## src/rtl/gfx_fetch_pkg.sv

```systemverilog
// ============================================================================
// Module : gfx_fetch_pkg
// Desc   : Shared fetch-channel state encoding, offset width and pixel decode.
// Rev    : 1.0
// ============================================================================
`default_nettype none

package gfx_fetch_pkg;

  localparam int OFFS_W = 16;

  typedef enum logic [1:0] {
    ST_IDLE  = 2'd0,
    ST_ISSUE = 2'd1,
    ST_WAIT  = 2'd2,
    ST_DONE  = 2'd3
  } fetch_state_e;

  // Four bit-planes interleaved into four 8-bit pixels, two columns per pixel.
  function automatic logic [31:0] gfx_decode(input logic [31:0] dout);
    logic [7:0]  a, b, c, d;
    logic [31:0] res;
    int          m;
    a   = dout[15:8];
    b   = dout[7:0];
    c   = dout[31:24];
    d   = dout[23:16];
    res = '0;
    for (int i = 0; i < 4; i++) begin
      m = 7 - 2 * i;
      res[8*i +: 8] = {d[m-1], b[m-1], c[m-1], a[m-1], d[m], b[m], c[m], a[m]};
    end
    return res;
  endfunction

endpackage

`default_nettype wire

```

## src/rtl/gfx_fetch_chan.sv

```systemverilog
// ============================================================================
// Module : gfx_fetch_chan
// Desc   : One tile fetch channel (address build, ROM handshake, decode);
//          GFX_FETCH_CACHE_EN adds a one-entry decoded-data cache.
// Rev    : 1.0
// ============================================================================
`default_nettype none

module gfx_fetch_chan
  import gfx_fetch_pkg::*;
#(
  parameter  int BANK_W = 4,
  parameter  int TILE_W = 15,
  parameter  int NROM   = 2,
  localparam int SEL_W  = $clog2(NROM),
  localparam int ADDR_W = BANK_W + TILE_W + 5,
  localparam int ROM_AW = ADDR_W - SEL_W - 1
) (
  input  logic                     clk,
  input  logic                     rst_n,
  input  logic                     i_req_cs,
  input  logic [TILE_W-1:0]        i_tile,
  input  logic [OFFS_W-1:0]        i_offs,
  input  logic [BANK_W-1:0]        i_bank,
  input  logic                     i_inval,
  input  logic [NROM-1:0]          i_rom_ok,
  input  logic [NROM*32-1:0]       i_rom_dout,
  output logic [31:0]              o_data,
  output logic                     o_data_ok,
  output logic [NROM-1:0]          o_rom_cs,
  output logic [NROM*ROM_AW-1:0]   o_rom_addr
);

  fetch_state_e                  state_q, state_d;
  logic [SEL_W-1:0]              sel_q, sel_d;
  logic [ROM_AW-1:0]             word_q, word_d;
  logic [NROM-1:0]               rom_cs_q, rom_cs_d;
  logic [NROM-1:0][ROM_AW-1:0]   rom_addr_q, rom_addr_d;
  logic [31:0]                   data_q, data_d;
  logic                          data_ok_q, data_ok_d;

  logic [ADDR_W-1:0]             w_byte_addr;
  logic [SEL_W-1:0]              w_sel;
  logic [ROM_AW-1:0]             w_word;
  logic [NROM-1:0][31:0]         w_rom_dout;
  logic [31:0]                   w_fetched;
  logic                          w_hit;
  logic [31:0]                   w_cache_data;
  logic                          w_fill;
  logic                          unused_lsb;

  // Bank and tile concatenate exactly; only the offset add can wrap.
  assign w_byte_addr = {i_bank, i_tile, 5'b0} + ADDR_W'(i_offs);
  assign w_sel       = w_byte_addr[ADDR_W-1 -: SEL_W];
  assign w_word      = w_byte_addr[ADDR_W-SEL_W-1:1];
  assign unused_lsb  = w_byte_addr[0];
  assign w_rom_dout  = i_rom_dout;
  assign w_fetched   = gfx_decode(w_rom_dout[sel_q]);

  always_ff @(posedge clk or negedge rst_n) begin
    if (!rst_n) begin
      state_q    <= ST_IDLE;
      sel_q      <= '0;
      word_q     <= '0;
      rom_cs_q   <= '0;
      rom_addr_q <= '0;
      data_q     <= '0;
      data_ok_q  <= 1'b0;
    end else begin
      state_q    <= state_d;
      sel_q      <= sel_d;
      word_q     <= word_d;
      rom_cs_q   <= rom_cs_d;
      rom_addr_q <= rom_addr_d;
      data_q     <= data_d;
      data_ok_q  <= data_ok_d;
    end
  end

  // A dropped request always wins over completion so no late DATA_OK escapes.
  always_comb begin
    state_d = state_q;
    case (state_q)
      ST_IDLE:  if (i_req_cs) state_d = ST_ISSUE;
      ST_ISSUE: begin
        if (!i_req_cs)  state_d = ST_IDLE;
        else if (w_hit) state_d = ST_DONE;
        else            state_d = ST_WAIT;
      end
      ST_WAIT: begin
        if (!i_req_cs)             state_d = ST_IDLE;
        else if (i_rom_ok[sel_q])  state_d = ST_DONE;
      end
      default:  state_d = ST_IDLE;
    endcase
  end

  always_comb begin
    sel_d      = sel_q;
    word_d     = word_q;
    rom_cs_d   = rom_cs_q;
    rom_addr_d = rom_addr_q;
    data_d     = data_q;
    data_ok_d  = 1'b0;
    w_fill     = 1'b0;
    case (state_q)
      ST_ISSUE: begin
        if (i_req_cs) begin
          sel_d  = w_sel;
          word_d = w_word;
          if (w_hit) begin
            data_d    = w_cache_data;
            data_ok_d = 1'b1;
          end else begin
            rom_cs_d          = '0;
            rom_cs_d[w_sel]   = 1'b1;
            rom_addr_d[w_sel] = w_word;
          end
        end else begin
          rom_cs_d = '0;
        end
      end
      ST_WAIT: begin
        if (!i_req_cs) begin
          rom_cs_d = '0;
        end else if (i_rom_ok[sel_q]) begin
          rom_cs_d  = '0;
          data_d    = w_fetched;
          data_ok_d = 1'b1;
          w_fill    = 1'b1;
        end
      end
      default: rom_cs_d = '0;
    endcase
  end

`ifdef GFX_FETCH_CACHE_EN
  logic              cache_valid_q, cache_valid_d;
  logic [SEL_W-1:0]  cache_sel_q, cache_sel_d;
  logic [ROM_AW-1:0] cache_word_q, cache_word_d;
  logic [31:0]       cache_data_q, cache_data_d;

  assign w_hit        = cache_valid_q && (cache_sel_q == w_sel) && (cache_word_q == w_word);
  assign w_cache_data = cache_data_q;

  // Invalidation outranks a same-cycle refill.
  always_comb begin
    cache_valid_d = cache_valid_q;
    cache_sel_d   = cache_sel_q;
    cache_word_d  = cache_word_q;
    cache_data_d  = cache_data_q;
    if (w_fill) begin
      cache_valid_d = 1'b1;
      cache_sel_d   = sel_q;
      cache_word_d  = word_q;
      cache_data_d  = w_fetched;
    end
    if (i_inval) cache_valid_d = 1'b0;
  end

  always_ff @(posedge clk or negedge rst_n) begin
    if (!rst_n) begin
      cache_valid_q <= 1'b0;
      cache_sel_q   <= '0;
      cache_word_q  <= '0;
      cache_data_q  <= '0;
    end else begin
      cache_valid_q <= cache_valid_d;
      cache_sel_q   <= cache_sel_d;
      cache_word_q  <= cache_word_d;
      cache_data_q  <= cache_data_d;
    end
  end
`else
  logic unused_cache;
  assign w_hit        = 1'b0;
  assign w_cache_data = '0;
  assign unused_cache = i_inval ^ w_fill;
`endif

  assign o_data     = data_q;
  assign o_data_ok  = data_ok_q;
  assign o_rom_cs   = rom_cs_q;
  assign o_rom_addr = rom_addr_q;

endmodule

`default_nettype wire

```

## src/rtl/gfx_bank_fetch.sv

```systemverilog
// ============================================================================
// Module : gfx_bank_fetch
// Desc   : Bank table plus NCH independent tile fetch channels; optional
//          per-channel cache enabled by GFX_FETCH_CACHE_EN.
// Rev    : 1.0
// ============================================================================
`default_nettype none

module gfx_bank_fetch
  import gfx_fetch_pkg::*;
#(
  parameter  int NCH    = 4,
  parameter  int NSLOT  = 8,
  parameter  int BANK_W = 4,
  parameter  int TILE_W = 15,
  parameter  int NROM   = 2,
  localparam int SLOT_W = $clog2(NSLOT),
  localparam int SEL_W  = $clog2(NROM),
  localparam int ADDR_W = BANK_W + TILE_W + 5,
  localparam int ROM_AW = ADDR_W - SEL_W - 1
) (
  input  logic                         CLK96,
  input  logic                         RESET96_N,
  input  logic                         OBJECTBANK_WR,
  input  logic [SLOT_W-1:0]            OBJECTBANK_SLOT,
  input  logic [15:0]                  OBJECTBANK_DIN,
  input  logic [NCH-1:0]               REQ_CS,
  input  logic [NCH*TILE_W-1:0]        TILE_NUMBER,
  input  logic [NCH*OFFS_W-1:0]        TILE_OFFS,
  input  logic [NCH*SLOT_W-1:0]        TILE_BANK,
  output logic [NCH*32-1:0]            DATA,
  output logic [NCH-1:0]               DATA_OK,
  output logic [NCH*NROM-1:0]          ROM_CS,
  input  logic [NCH*NROM-1:0]          ROM_OK,
  output logic [NCH*NROM*ROM_AW-1:0]   ROM_ADDR,
  input  logic [NCH*NROM*32-1:0]       ROM_DOUT
);

  logic [NSLOT-1:0][BANK_W-1:0] bank_q, bank_d;
  logic                         unused_din;

  assign unused_din = ^OBJECTBANK_DIN;

  always_comb begin
    bank_d = bank_q;
    if (OBJECTBANK_WR) bank_d[OBJECTBANK_SLOT] = OBJECTBANK_DIN[BANK_W-1:0];
  end

  // Channels read bank_q, so a same-cycle write is seen only from the next cycle.
  always_ff @(posedge CLK96 or negedge RESET96_N) begin
    if (!RESET96_N) bank_q <= '0;
    else            bank_q <= bank_d;
  end

  for (genvar ch = 0; ch < NCH; ch++) begin : g_chan
    logic [SLOT_W-1:0] w_slot;
    assign w_slot = TILE_BANK[ch*SLOT_W +: SLOT_W];

    gfx_fetch_chan #(
      .BANK_W (BANK_W),
      .TILE_W (TILE_W),
      .NROM   (NROM)
    ) u_chan (
      .clk        (CLK96),
      .rst_n      (RESET96_N),
      .i_req_cs   (REQ_CS[ch]),
      .i_tile     (TILE_NUMBER[ch*TILE_W +: TILE_W]),
      .i_offs     (TILE_OFFS[ch*OFFS_W +: OFFS_W]),
      .i_bank     (bank_q[w_slot]),
      .i_inval    (OBJECTBANK_WR),
      .i_rom_ok   (ROM_OK[ch*NROM +: NROM]),
      .i_rom_dout (ROM_DOUT[ch*NROM*32 +: NROM*32]),
      .o_data     (DATA[ch*32 +: 32]),
      .o_data_ok  (DATA_OK[ch]),
      .o_rom_cs   (ROM_CS[ch*NROM +: NROM]),
      .o_rom_addr (ROM_ADDR[ch*NROM*ROM_AW +: NROM*ROM_AW])
    );
  end

endmodule

`default_nettype wire
```

## config.mk

```make
export PLATFORM = sky130hd
export DESIGN_NAME = gfx_bank_fetch
export DESIGN_NICKNAME = d
export VERILOG_FILES = /design/src/rtl/gfx_fetch_pkg.sv /design/src/rtl/gfx_fetch_chan.sv /design/src/rtl/gfx_bank_fetch.sv
export SDC_FILE = /design/constraint.sdc
export NUM_CORES = 1
export LEC_CHECK = 0
export BUFFER_PORTS_ARGS = -buffer_cell sky130_fd_sc_hd__buf_2
export CORE_AREA = 2 2 290 292
export CTS_CLUSTER_DIAMETER = 200
export CTS_CLUSTER_SIZE = 20
export DETAILED_ROUTE_END_ITERATION = 10
export DIE_AREA = 0 0 292 294
export PLACE_DENSITY = 0.5
export SYNTH_ARGS = -nofsm -noshare
export SYNTH_HDL_FRONTEND = slang
export SYNTH_SLANG_ARGS = --single-unit
export TNS_END_PERCENT = 50
```

## constraint.sdc

```tcl
create_clock -name CLK96 -period 3.98 [get_ports CLK96]
set_input_delay 0.398 -clock CLK96 [delete_from_list [all_inputs] [get_ports CLK96]]
set_output_delay 0.398 -clock CLK96 [all_outputs]
set_load 0.01 [all_outputs]
```

Yosys cells after proc, flatten, opt, wreduce, memory -nomap -nowiden
Index checks and enable logic that the tools add are counted.
{"block": "totals", "memories": 0, "ram_bits": 0, "latch_bits": 0, "output_inout_bits": 316, "wordCells": 190, "mem_bits_ro": 0, "reg_bits": 360, "input_bits": 426}
{"block": "op_classes", "div_mod_pow": 0, "magnitude_cmp": 18, "muxes": 95, "shifts": 0, "add_sub_neg": 4, "eq_ne": 16, "multipliers": 0, "n_reduce_logical": 21, "n_bitwise": 0}
{"cell": "$mux 32", "n": 8}
{"cell": "$bwmux 44", "n": 4}
{"cell": "$add 24x16->24", "n": 4}
{"cell": "$demux 22 s1", "n": 4}
{"cell": "$mux 22", "n": 4}
{"cell": "$mux 2", "n": 28}
{"cell": "$bmux 4 s3", "n": 4}
{"cell": "$bwmux 32", "n": 1}
{"cell": "$mux 1", "n": 24}
{"cell": "$pmux 2 s3", "n": 4}
{"cell": "$lt 3x4->1 const B", "n": 5}
{"cell": "$mux 4", "n": 5}
{"cell": "$lt 1x2->1 const B", "n": 8}
{"cell": "$pmux 2 s2", "n": 4}
{"cell": "$reduce_and 2->1", "n": 8}
{"cell": "$demux 4 s3", "n": 1}
{"cell": "$ne 3x2->1 const B", "n": 4}
{"cell": "$reduce_and 3->1", "n": 4}
{"cell": "$eq 2x1->1 const B", "n": 4}
{"cell": "$eq 2x2->1 const B", "n": 4}
{"cell": "$logic_not 2->1", "n": 4}
{"cell": "$ne 2x2->1 const B", "n": 4}
{"cell": "$logic_and 1x1->1", "n": 5}
{"cell": "$demux 1 s1", "n": 4}
{"cell": "other kinds (2)", "n": 5}

Depth between registers and ports, before layout
Gate-level depths: netlist of the first run.
{"block": "depth", "ltp_word": 9, "ltp_mapped": 11, "depth_no_buf": 9}

Hierarchy
From an unflattened synthesis of the first run, not the netlist that was laid out.
{"block": "hier_totals", "hier_cells": 1554, "hier_area_um2": 19068.3}
{"module": "gfx_fetch_chan at g_chan[1].u_chan", "seq_area_each_um2": 2052.0, "instances": 1, "area_each_um2": 4337.9, "cells_per_inst": 378}
{"module": "gfx_fetch_chan at g_chan[3].u_chan", "seq_area_each_um2": 2052.0, "instances": 1, "area_each_um2": 4241.6, "cells_per_inst": 346}
{"module": "gfx_fetch_chan at g_chan[0].u_chan", "seq_area_each_um2": 2052.0, "instances": 1, "area_each_um2": 4106.4, "cells_per_inst": 359}
{"module": "gfx_fetch_chan at g_chan[2].u_chan", "seq_area_each_um2": 2052.0, "instances": 1, "area_each_um2": 4046.4, "cells_per_inst": 343}
{"module": "gfx_bank_fetch", "seq_area_each_um2": 800.8, "instances": 1, "area_each_um2": 2336.0, "cells_per_inst": 128}

Worst setup path before layout of the first run
No wires, ideal clock.
{"block": "synth_path", "path_type": "input -> register", "startpoint": "in TILE_NUMBER[0]", "endpoint": "reg g_chan[0].u_chan.rom_addr_q, in the netlist g_chan[0].u_chan.o_rom_addr[10]", "stages": 11, "setup_time_ns": 0.125, "path_buffers": 2, "t_arrival_ns": 2.845, "required_time_ns": 3.855, "path_slack_ns": 1.010, "path_cell_list": "ha_1 -> fa_1 -> a211oi_1 -> o21ai_0 -> a221oi_2 -> nand3b_1 -> xor2_1 -> nand4bb_1 -> buf_2 -> buf_4 -> mux2_2"}
{"block": "synth_via", "elab_chain_cells": 6, "elab_cells_between_ends": 7, "cone_classes": "add/sub (1); order compare (2); mux (3); reduce/logical (1)"}
{"item": "from (decl)", "line_no": "gfx_bank_fetch.sv:28", "text": "input logic [NCH*TILE_W-1:0] TILE_NUMBER,"}
{"item": "$add 24x16->24 *", "line_no": "gfx_fetch_chan.sv:53", "text": "assign w_byte_addr = {i_bank, i_tile, 5'b0} + ADDR_W'(i_offs);"}
{"item": "$lt 1x2->1 (implied by the code) / $ge 1x1->1 (equally long branches)", "line_no": "gfx_fetch_chan.sv:117", "text": "rom_addr_d[w_sel] = w_word;"}
{"item": "$logic_and 1x1->1 (implied by the code)", "line_no": "gfx_fetch_chan.sv:117"}
{"item": "$mux 22 (implied by the code)", "line_no": "gfx_fetch_chan.sv:117"}
{"item": "$demux 22 s1"}
{"item": "$bwmux 44 *", "line_no": "gfx_fetch_chan.sv:117"}
{"item": "to (signal assigned)", "line_no": "gfx_fetch_chan.sv:74", "text": "rom_addr_q <= rom_addr_d;"}
{"item": "to (decl)", "line_no": "gfx_fetch_chan.sv:38", "text": "logic [NROM-1:0][ROM_AW-1:0] rom_addr_q, rom_addr_d;"}
Every way passes the cells marked *; elsewhere a longest branch is shown, timed or not.
A chain may end at the register's enable or synchronous reset.

Worst setup path in the final report of the first run
{"block": "layout_path", "startpoint": "in TILE_NUMBER[0]", "endpoint": "reg g_chan[0].u_chan.rom_addr_q, in the netlist g_chan[0].u_chan.o_rom_addr[0]"}
{"block": "layout_via", "elab_chain_cells": 6, "elab_cells_between_ends": 7, "cone_classes": "add/sub (1); order compare (2); mux (3); reduce/logical (1)"}
{"item": "$add 24x16->24 *", "line_no": "gfx_fetch_chan.sv:53"}
{"item": "$lt 1x2->1 (implied by the code) / $ge 1x1->1 (equally long branches)", "line_no": "gfx_fetch_chan.sv:117"}
{"item": "$logic_and 1x1->1 (implied by the code)", "line_no": "gfx_fetch_chan.sv:117"}
{"item": "$mux 22 (implied by the code)", "line_no": "gfx_fetch_chan.sv:117"}
{"item": "$demux 22 s1 *"}
{"item": "$bwmux 44 *", "line_no": "gfx_fetch_chan.sv:117"}
Marks and branches as above.

==> results of run 1 <==
[power by group]
group          internal (mW)  switching, mW  total [mW]
Clock                  0.958           1.29        2.25
Combinational           2.87           3.26        6.13
Sequential              5.28          0.925        6.20
[cells by family (layout without fill, tap and decap cells)]
logic type	Yosys count	count (layout)	share of synthesized area, %
other	0	3	0
multiplexers	372	372	24.6
flip-flops	360	360	50.1
adder cells (fa/ha/maj)	48	48	3.51
AND/OR/NAND/NOR	300	300	7.70
XOR/XNOR	65	65	3.17
AO/OA/AOI/OAI	263	263	8.51
buffers and inverters	89	790	2.42
[state kept, by name, indices dropped and copies added (netlist names)]
register                  flops
bank_q                       32
g_chan.u_chan.o_data        128
g_chan.u_chan.o_data_ok       4
g_chan.u_chan.o_rom_addr    176
g_chan.u_chan.o_rom_cs        8
g_chan.u_chan.sel_q           4
g_chan.u_chan.state_q         8
[timing repair]
item	4_1_cts	5_1_grt
gates resized for setup	0	0
hold endpoints to repair	99	0
hold buffers	2	0
[placed cells by master, fill, tap and decap left out, drive strengths merged, types with 7 or more instances in the layout]
cell	synthesis	final
buf	42	754
dfrtp	360	360
mux2	190	190
a21oi	157	157
nor2	153	153
mux2i	151	151
nand2	66	66
ha	44	44
o21ai	43	43
xnor2	37	37
mux4	31	31
xor2	28	28
clkbuf	38	24
a21o	14	14
nand4	11	11
nand3	10	10
a211oi	10	10
inv	9	10
nand3b	7	7
[cell type report]
type / count / area share (%)
diodes: 3 / 0.0319
inverters: 9 / 0.144
well taps: 1080 / 5.74
clock buffers: 24 / 2.28
repair buffers: 756 / 16.8
flip-flops and latches: 360 / 38.3
multi-input cells: 1048 / 36.6
clock inverters: 1 / 0.0372
[worst max-delay path: stages]
cell and delay, ps:
buf_2 100, ha_1 270, fa_1 450, a211oi_1 300, o21ai_0 250, a221oi_2 340, nand3b_1 160, xor2_1 100
nand4bb_2 500, buf_12 300, mux2_2 280
[per-stage QoR]
step / util (%) / hold slack (ps)
6_report: 28.4 / 64.3
5_1_grt: 28.4 / 29.2
4_1_cts: 28.4 / 6.25
3_5_place_dp: 27.7 / 466
3_3_place_gp: 27.7 / 458
2_1_floorplan: - / 102
[worst paths after layout]
path	startpoint	end
max	TILE_NUMBER[0]	g_chan[0].u_chan.o_rom_addr[0]$_DFFE_PN0P_
min	REQ_CS[3]	g_chan[3].u_chan.state_q[1]$_DFFE_PN0P_
max reg2reg	bank_q[4]$_DFFE_PN0P_	g_chan[2].u_chan.o_rom_addr[3]$_DFFE_PN0P_
min reg2reg	g_chan[2].u_chan.o_rom_addr[37]$_DFFE_PN0P_	g_chan[2].u_chan.o_rom_addr[37]$_DFFE_PN0P_
max in group asynchronous	RESET96_N	g_chan[2].u_chan.o_data[13]$_DFFE_PN0P_
min in group asynchronous	RESET96_N	g_chan[2].u_chan.o_rom_addr[14]$_DFFE_PN0P_
[metal layers]
layer,GRT usage (%),up-vias,wire [µm]
li1,-,6768,-
met1,17.6,7083,26300
met2,23.1,430,29800
met3,3.31,70,3790
met4,2.92,20,1290
met5,0,-,138
==> flow_summary.toml, run 1 <==
[status]
run_status = "finished, final reports clean"

[hold_path]
whs_path_depth = 2
hold_path_class = "input pin to flip-flop"

[clocking]
clk_latency_ps = 580
cts_tree = "built"
cts_setup_buffers = 0
cts_inserted_buffers = 21
clockRootBuffer = "clkbuf_16"
clock_path_buffers = 3
clkTransAtPathRegs_ps = 100
cts_sinks = 360
h-tree-depth = 1

[place]
gp_congestion = 0.895
post-dp-hpwl_um = 49200
post-place-cells = 3251
placed_area_mm2 = 0.0230
pre_cts_ws_ps = 360
port-buffer-count = 725

[timing]
rsz0062_at_grt = "false"
final_hold_viol_count = 0
relSlewSlack_pct = 29.1
fmax_mhz = 333
period_needed_ps = 3000
finClkSkew_ps = 21.1
worst_slack_ps = 975
worst_pin_slew_ps = 1060
slew_violations = 0
fin_setup_tns_ps = 0
period_share_pct = 75.5
setup_viol = 0

[pwr]
vdd_drop_max_v = 0.000361
total_power_mw = 14.6
p_leak_nw = 11.1
power.density_mw_per_mm2 = 620

[yosys]
yosysUniqueCellTypes = 62
synth-edff-count = 0
syn_avg_cell_area_um2 = 12.0
synthTopCellsByArea = "dfrtp_1 50%, mux2_2 9.4%, mux2i_1 8.3%"
synth_area_mm2 = 0.0180
netlist_top_cells_count = "360 x dfrtp_1, 157 x a21oi_1, 153 x nor2_1"
synth_seq_cells = 360
async_reset_ff_share_pct = 100
ys_seq_area_share_pct = 50.1
yosysMostFrequentCell = "dfrtp_1"
synth_cells = 1497
synth_ff_type = "dfrtp_1"
yosys.area.top_type_share_pct = 50.1
yosys.area.top_type = "dfrtp_1"
synth_nets = 1971
ys_warn_count = 0

[worst_setup_path]
start_kind = "input pin"
endpoint_kind = "flip-flop"
r2r_cells = 7
worst_ep_arrival_time_ps = 3470
required_ps = 4440
cp_max_fo = 16
critPathKind = "input pin to flip-flop"
reg2reg_slack_ps = 1180

[routing]
routed_via_density = 4.38
drtIter0Drc = 655
drc_errors = 0
first_pass_iters = 5
wl_per_cell_um = 18.7
antenna_left = 0
via_count = 14400
wl_um = 61300

[layout]
multi_input_area_mm2 = 0.00862
area_growth_syn_to_layout_pct = 30.9
drive_above_1_share_pct = 44.9
stdcell_count = 3281
num-nets-final = 2670
regArea_mm2 = 0.00901
n_fill_cell = 8657
stdcell_area_mm2 = 0.0235

[run]
cap_violations = 0

[die]
io_pins = 742
initial_core_util_pct = 21.7
num_rows = 106
core_area_mm2 = 0.0829
die_area_mm2 = 0.0858
fp.dieW_um = 292
die_y_um = 294

[global_routing]
track_usage_pct = 13.6
grt_pass1_wl_um = 91100
grt_pass1_vias = 14700
grt-ovfl-total = 0
antenna_found_initial = 18
grt_max_degree = 106
No activity file was read; power rests on OpenSTA's default activity.
==> run 2: changes to the inputs <==
- CORE_AREA: 2 2 290 292 -> 2 2 292 294
- DIE_AREA: 0 0 292 294 -> 0 0 294 296
- PLACE_DENSITY: 0.5 -> 0.51
- clock period: 3.98 -> 2.5 ns (I/O delays scaled with it)
==> run 2 against run 1 <==
  * The run now ends with negative setup slack left
  * Sequential power is 58% higher
  * Utilization is 4.8 points higher
  * Clock skew is 8.4 ps higher
  * Routed wire length is 8.8% higher
  * Flip-flop and latch count stayed put
  * Final area is 19% higher
  * Power is 71% higher
  * Critical path type is now flip-flop to flip-flop
  * Critical path depth is 3 lower
  * Clock power is 60% higher
  * Global-route usage is 0.50 points higher
  * Die area is 1.4% higher
  * First-iteration DRC count is 3.7% higher
==> flow_summary.toml, run 2 (synthesis results as in run 1) <==
[status]
run_status = "complete, but fails checks"
violations = "negative setup slack"

[layout]
largest_reg_flops = 176
drive_above_1_share_pct = 46.2
layout_common_cells = "724 x buf_2, 356 x dfrtp_1, 239 x dlygate4sd3_1"
num-nets-final = 3089
area_growth_syn_to_layout_pct = 55.4
n_fill_cell = 8651
layout_commonest_cell = "buf_2"
final_util_pct = 33.2
stdcell_area_mm2 = 0.0279

[place]
port-buffer-count = 725
post-dp-hpwl_um = 50800
pre_cts_ws_ps = -453
gp_congestion = 0.835
placed_area_mm2 = 0.0244

[routing]
wl_um = 66700
first_pass_iters = 7
routed_via_density = 4.24
drc_errors = 0
highest_layer = "met5"
via_count = 15700
wl_per_cell_um = 18.0
drtIter0Drc = 679
wirelength_met1_um = 28100
met2_length_um = 32200
wl_met3_um = 4680
antenna_left = 0

[global_routing]
grt_pass1_wl_um = 94700
antenna_found_initial = 23
grt_max_degree = 66
track_usage_pct = 14.1
grt_pass1_vias = 15600
grt-ovfl-total = 0

[timing]
final_hold_viol_count = 0
fmax_mhz = 393
setup_viol = 27
slew_violations = 0
period_needed_ps = 2550
worst_slack_ps = -47.4
rsz0062_at_grt = "true"
relSlewSlack_pct = 48.3
finClkSkew_ps = 29.5
whs_ps = 26.2
period_share_pct = 102
worst_pin_slew_ps = 770

[die]
core_area_mm2 = 0.0842
die_y_um = 296
die_area_mm2 = 0.0870
io_pins = 742
initial_core_util_pct = 21.3
num_rows = 107
fp.dieW_um = 294

[clocking]
clkTransAtPathRegs_ps = 90
h-tree-depth = 1
clk_latency_ps = 580
cts_tree = "built"
clock_path_buffers = 3
clockRootBuffer = "clkbuf_16"
cts_inserted_buffers = 21
cts_sinks = 360

[worst_setup_path]
critPathKind = "flip-flop to flip-flop"
cp_max_fo = 6
endpoint_kind = "flip-flop"
start_kind = "flip-flop"
worst_ep_arrival_time_ps = 2990
required_ps = 2940

[pwr]
power.density_mw_per_mm2 = 895
total_power_mw = 25.0
vdd_drop_max_v = 0.000455
p_leak_nw = 13.4

[hold_path]
hold_path_class = "input pin to flip-flop"

[run]
cap_violations = 0
[run 2: cell count changes in the layout (fill, tap and decap cells not counted), sizes merged]
cell / change
dlygate4sd3: +237
diode: +1
buf: +177
clkbuf: +6
[run 2: final timing paths]
check / start / to / slack (ps) / depth (start not counted)
max: bank_q[14]$_DFFE_PN0P_ / g_chan[1].u_chan.o_rom_addr[5]$_DFFE_PN0P_ / -50 / 8
min: ROM_DOUT[72] / g_chan[1].u_chan.o_data[28]$_DFFE_PN0P_ / 30 / 3
max reg2reg: bank_q[14]$_DFFE_PN0P_ / g_chan[1].u_chan.o_rom_addr[5]$_DFFE_PN0P_ / -50 / 8
min reg2reg: g_chan[1].u_chan.o_rom_addr[21]$_DFFE_PN0P_ / g_chan[1].u_chan.o_rom_addr[21]$_DFFE_PN0P_ / 480 / 2
max in group asynchronous: RESET96_N / g_chan[3].u_chan.o_rom_addr[22]$_DFFE_PN0P_ / 1460 / 3
min in group asynchronous: RESET96_N / g_chan[0].u_chan.o_rom_addr[38]$_DFFE_PN0P_ / 250 / 2
[run 2: worst max-delay path, stage by stage, from the launching register on]
cell       delay, ps
dfrtp_1          410
mux4_2           480
mux2_4           320
a21boi_2         160
a21boi_4         170
mux2i_4          220
buf_6            170
clkbuf_16        170
mux2_4           300
[run 2: power by group]
part | internal (mW) | total, mW | leakage, nW | switching (mW)
logic | 5.91 | 11.6 | 8.90 | 5.67
clock network | 1.53 | 3.60 | 0.268 | 2.07
registers | 8.40 | 9.81 | 4.27 | 1.41
total | 15.8 | 25.0 | 13.4 | 9.16
[run 2: layout make-up]
type | instances | area, µm² | area share, %
flip-flops and latches | 360 | 9010 | 32.3
repair buffers | 1175 | 7970 | 28.5
clock buffers | 25 | 541 | 1.93
diodes | 4 | 10.0 | 0.0358
inverters | 9 | 33.8 | 0.121
well taps | 1090 | 1360 | 4.88
multi-input cells | 1048 | 8990 | 32.2
clock inverters | 1 | 8.76 | 0.0314
[run 2: metal layers]
layer,vias up,global-route usage [%]
li1,7615,-
met3,102,3.84
met1,7583,18.0
met4,28,3.15
met5,-,0
met2,401,23.9
[run 2: what timing repair did]
| item | 4_1_cts | 5_1_grt |
|---|---|---|
| setup endpoints to repair | 95 | 127 |
| hold buffers | 239 | 0 |
| setup buffers | 7 | 11 |
| cloned | 2 | 6 |
| gates resized for setup | 12 | 71 |
| hold endpoints to repair | 226 | 0 |
| pin swaps | 1 | 7 |
[run 2: stage by stage]
stage                     cells  TNS, ps
after floorplan            1497    -2700
after global placement     3421   -42140
after detailed placement   3421   -45660
after CTS                  3694    -2170
after global routing       3709    -6740
final                      3712     -686
==> run 3: changes to the inputs <==
- RECOVER_POWER: unset -> 100
==> run 3 against run 2 <==
  * The run ends with max-capacitance violations, max-slew violations, negative setup slack left
  * Critical path depth is the same
  * Setup slack better by 10 ps
  * Routed wire length about the same
  * Clock skew barely moved
  * Global-route usage unchanged
  * Non-clock buffer count unchanged
  * Utilization is 0.62 points lower
  * Die area is the same
  * Cell count about the same
  * Via count rose by 0.57%
  * Critical path type unchanged
  * Largest cell class unchanged
==> flow_summary.toml, run 3 (synthesis results as in run 1) <==
[place]
placed_area_mm2 = 0.0244
port-buffer-count = 725
post-place-cells = 3421
pre_cts_ws_ps = -453
gp_congestion = 0.835
post-dp-hpwl_um = 50800

[pwr]
power.density_mw_per_mm2 = 889
total_power_mw = 24.4
vdd_drop_max_v = 0.000430
p_leak_nw = 12.5

[layout]
final_util_pct = 32.6
stdcell_count = 3711
drive_above_1_share_pct = 33.9
layout_commonest_cell = "buf_2"
area_growth_syn_to_layout_pct = 52.5
multi_input_area_mm2 = 0.00898
layout_common_cells = "407 x buf_2, 356 x dfrtp_1, 324 x clkbuf_1"
stdcell_area_mm2 = 0.0274
num-nets-final = 3089
n_fill_cell = 8806
regArea_mm2 = 0.00901
largest_reg_flops = 176

[global_routing]
grt-ovfl-total = 0
antenna_found_initial = 23
grt_pass1_vias = 15600
track_usage_pct = 14.1
grt_pass1_wl_um = 94700
grt_max_degree = 66

[timing]
worst_pin_slew_ps = 1940
relSlewSlack_pct = -29.2
slew_violations = 62
fmax_mhz = 394
setup_viol = 36
rsz0062_at_grt = "true"
period_needed_ps = 2540
period_share_pct = 101
finClkSkew_ps = 29.2
final_hold_viol_count = 0
worst_slack_ps = -37.3

[worst_setup_path]
cp_max_fo = 6
crit_path_frequent_cell = "mux2_4"
r2r_cells = 8
required_ps = 2940
cp_top_family = "multiplexers"
worst_ep_arrival_time_ps = 2980
rr_endpoint = "g_chan[1].u_chan.o_rom_addr[5]$_DFFE_PN0P_"
endpoint_kind = "flip-flop"
start_kind = "flip-flop"
crit_slowest_cell = "mux4_2"
max_stage_delay_ps = 490
critPathKind = "flip-flop to flip-flop"
path_buf_inv = 2
reg2reg_slack_ps = -40
crit_path_cell_trace = "mux4_2 -> mux2_4 -> a21boi_2 -> a21boi_4 -> mux2i_4 -> buf_6 -> clkbuf_16 -> mux2_4"
rr_startpoint = "bank_q[14]$_DFFE_PN0P_"

[clocking]
clkTransAtPathRegs_ps = 90
cts_sinks = 360
clk_latency_ps = 580
cts_tree = "built"
clockRootBuffer = "clkbuf_16"
h-tree-depth = 1
cts_inserted_buffers = 21
clock_path_buffers = 3

[die]
core_area_mm2 = 0.0842
fp.dieW_um = 294
initial_core_util_pct = 21.3
num_rows = 107
io_pins = 742
die_area_mm2 = 0.0870
die_y_um = 296

[routing]
drtIter0Drc = 642
drc_errors = 0
wl_um = 66800
first_pass_iters = 5
via_count = 15800
wl_per_cell_um = 18.0
antenna_left = 0
routed_via_density = 4.26

[hold_path]
hold_path_class = "input pin to flip-flop"
whs_endpoint = "g_chan[1].u_chan.o_data[28]$_DFFE_PN0P_"
whs_path_depth = 3
hp-start = "ROM_DOUT[72]"

[status]
run_status = "complete, but fails checks"
violations = "max-capacitance violations, max-slew violations, negative setup slack"

[run]
cap_violations = 1
run 3: changes by cell type in the layout (fill, tap and decap cells not counted), moves of 4 or more:
cell,delta
and2_0,+4
clkbuf_4,+7
clkbuf_1,+320
buf_2,-317
clkbuf_2,+13
buf_12,-4
and2_1,-4
buf_4,-18
run 3: repair_timing:
item                                    4_1_cts  5_1_grt
gates resized for setup                      12       71
endpoints found under the hold margin       226        0
pin swaps                                     1        7
buffers inserted                              7       11
endpoints found under the setup margin       95      127
cloned                                        2        6
hold buffers                                239        0
run 3: how the worst max path moves through the flow:
stage / startpoint / endpoint / slack [ps] / cells past startpoint
floorplan: TILE_NUMBER[0] / g_chan[0].u_chan.o_rom_addr[10]$_DFFE_PN0P_ / -120 / 11
global placement: TILE_OFFS[5] / g_chan[0].u_chan.o_rom_addr[1]$_DFFE_PN0P_ / -450 / 11
detailed placement: TILE_OFFS[5] / g_chan[0].u_chan.o_rom_addr[1]$_DFFE_PN0P_ / -450 / 11
CTS: bank_q[14]$_DFFE_PN0P_ / g_chan[1].u_chan.o_rom_addr[10]$_DFFE_PN0P_ / -100 / 9
global route: bank_q[20]$_DFFE_PN0P_ / g_chan[1].u_chan.o_rom_addr[17]$_DFFE_PN0P_ / -130 / 9
finish: bank_q[14]$_DFFE_PN0P_ / g_chan[1].u_chan.o_rom_addr[5]$_DFFE_PN0P_ / -40 / 8
run 3: metal layers:
layer	track usage [%]	vias to the layer above	part of all wire (%)
met4	3.15	28	2.1
met1	18.0	7664	42
met3	3.84	99	6.8
met2	23.9	408	48
li1	-	7620	-
met5	0	-	0.26
run 3: layout make-up:
type | count | area share, %
antenna | 3 | 0.0274
clock buffer | 25 | 1.97
clock inverter | 1 | 0.0319
inverter | 9 | 0.123
multi-input combinational | 1048 | 32.8
sequential | 360 | 32.9
tap | 1090 | 4.97
timing repair buffer | 1175 | 27.2
run 3: worst reg2reg max path, delay by kind of cell, from the launching register on:
family,cells,cell delay [ps]
buffers and inverters,2,340
flip-flops,1,410
AO/OA/AOI/OAI,2,330
multiplexers,4,1320
run 3: power by group:
group | total [mW] | switching [mW] | leakage, nW | internal, mW
logic | 10.9 | 5.68 | 7.93 | 5.21
clock network | 3.59 | 2.06 | 0.268 | 1.53
registers | 9.90 | 1.49 | 4.27 | 8.41
total | 24.4 | 9.23 | 12.5 | 15.1
run 3: through the flow:
stage | hold slack [ps] | setup TNS (ps)
4_1_cts | 0.587 | -2170
3_3_place_gp | 273 | -42140
3_5_place_dp | 274 | -45660
2_1_floorplan | -45.6 | -2700
5_1_grt | 17.9 | -11860
6_report | 26.5 | -606
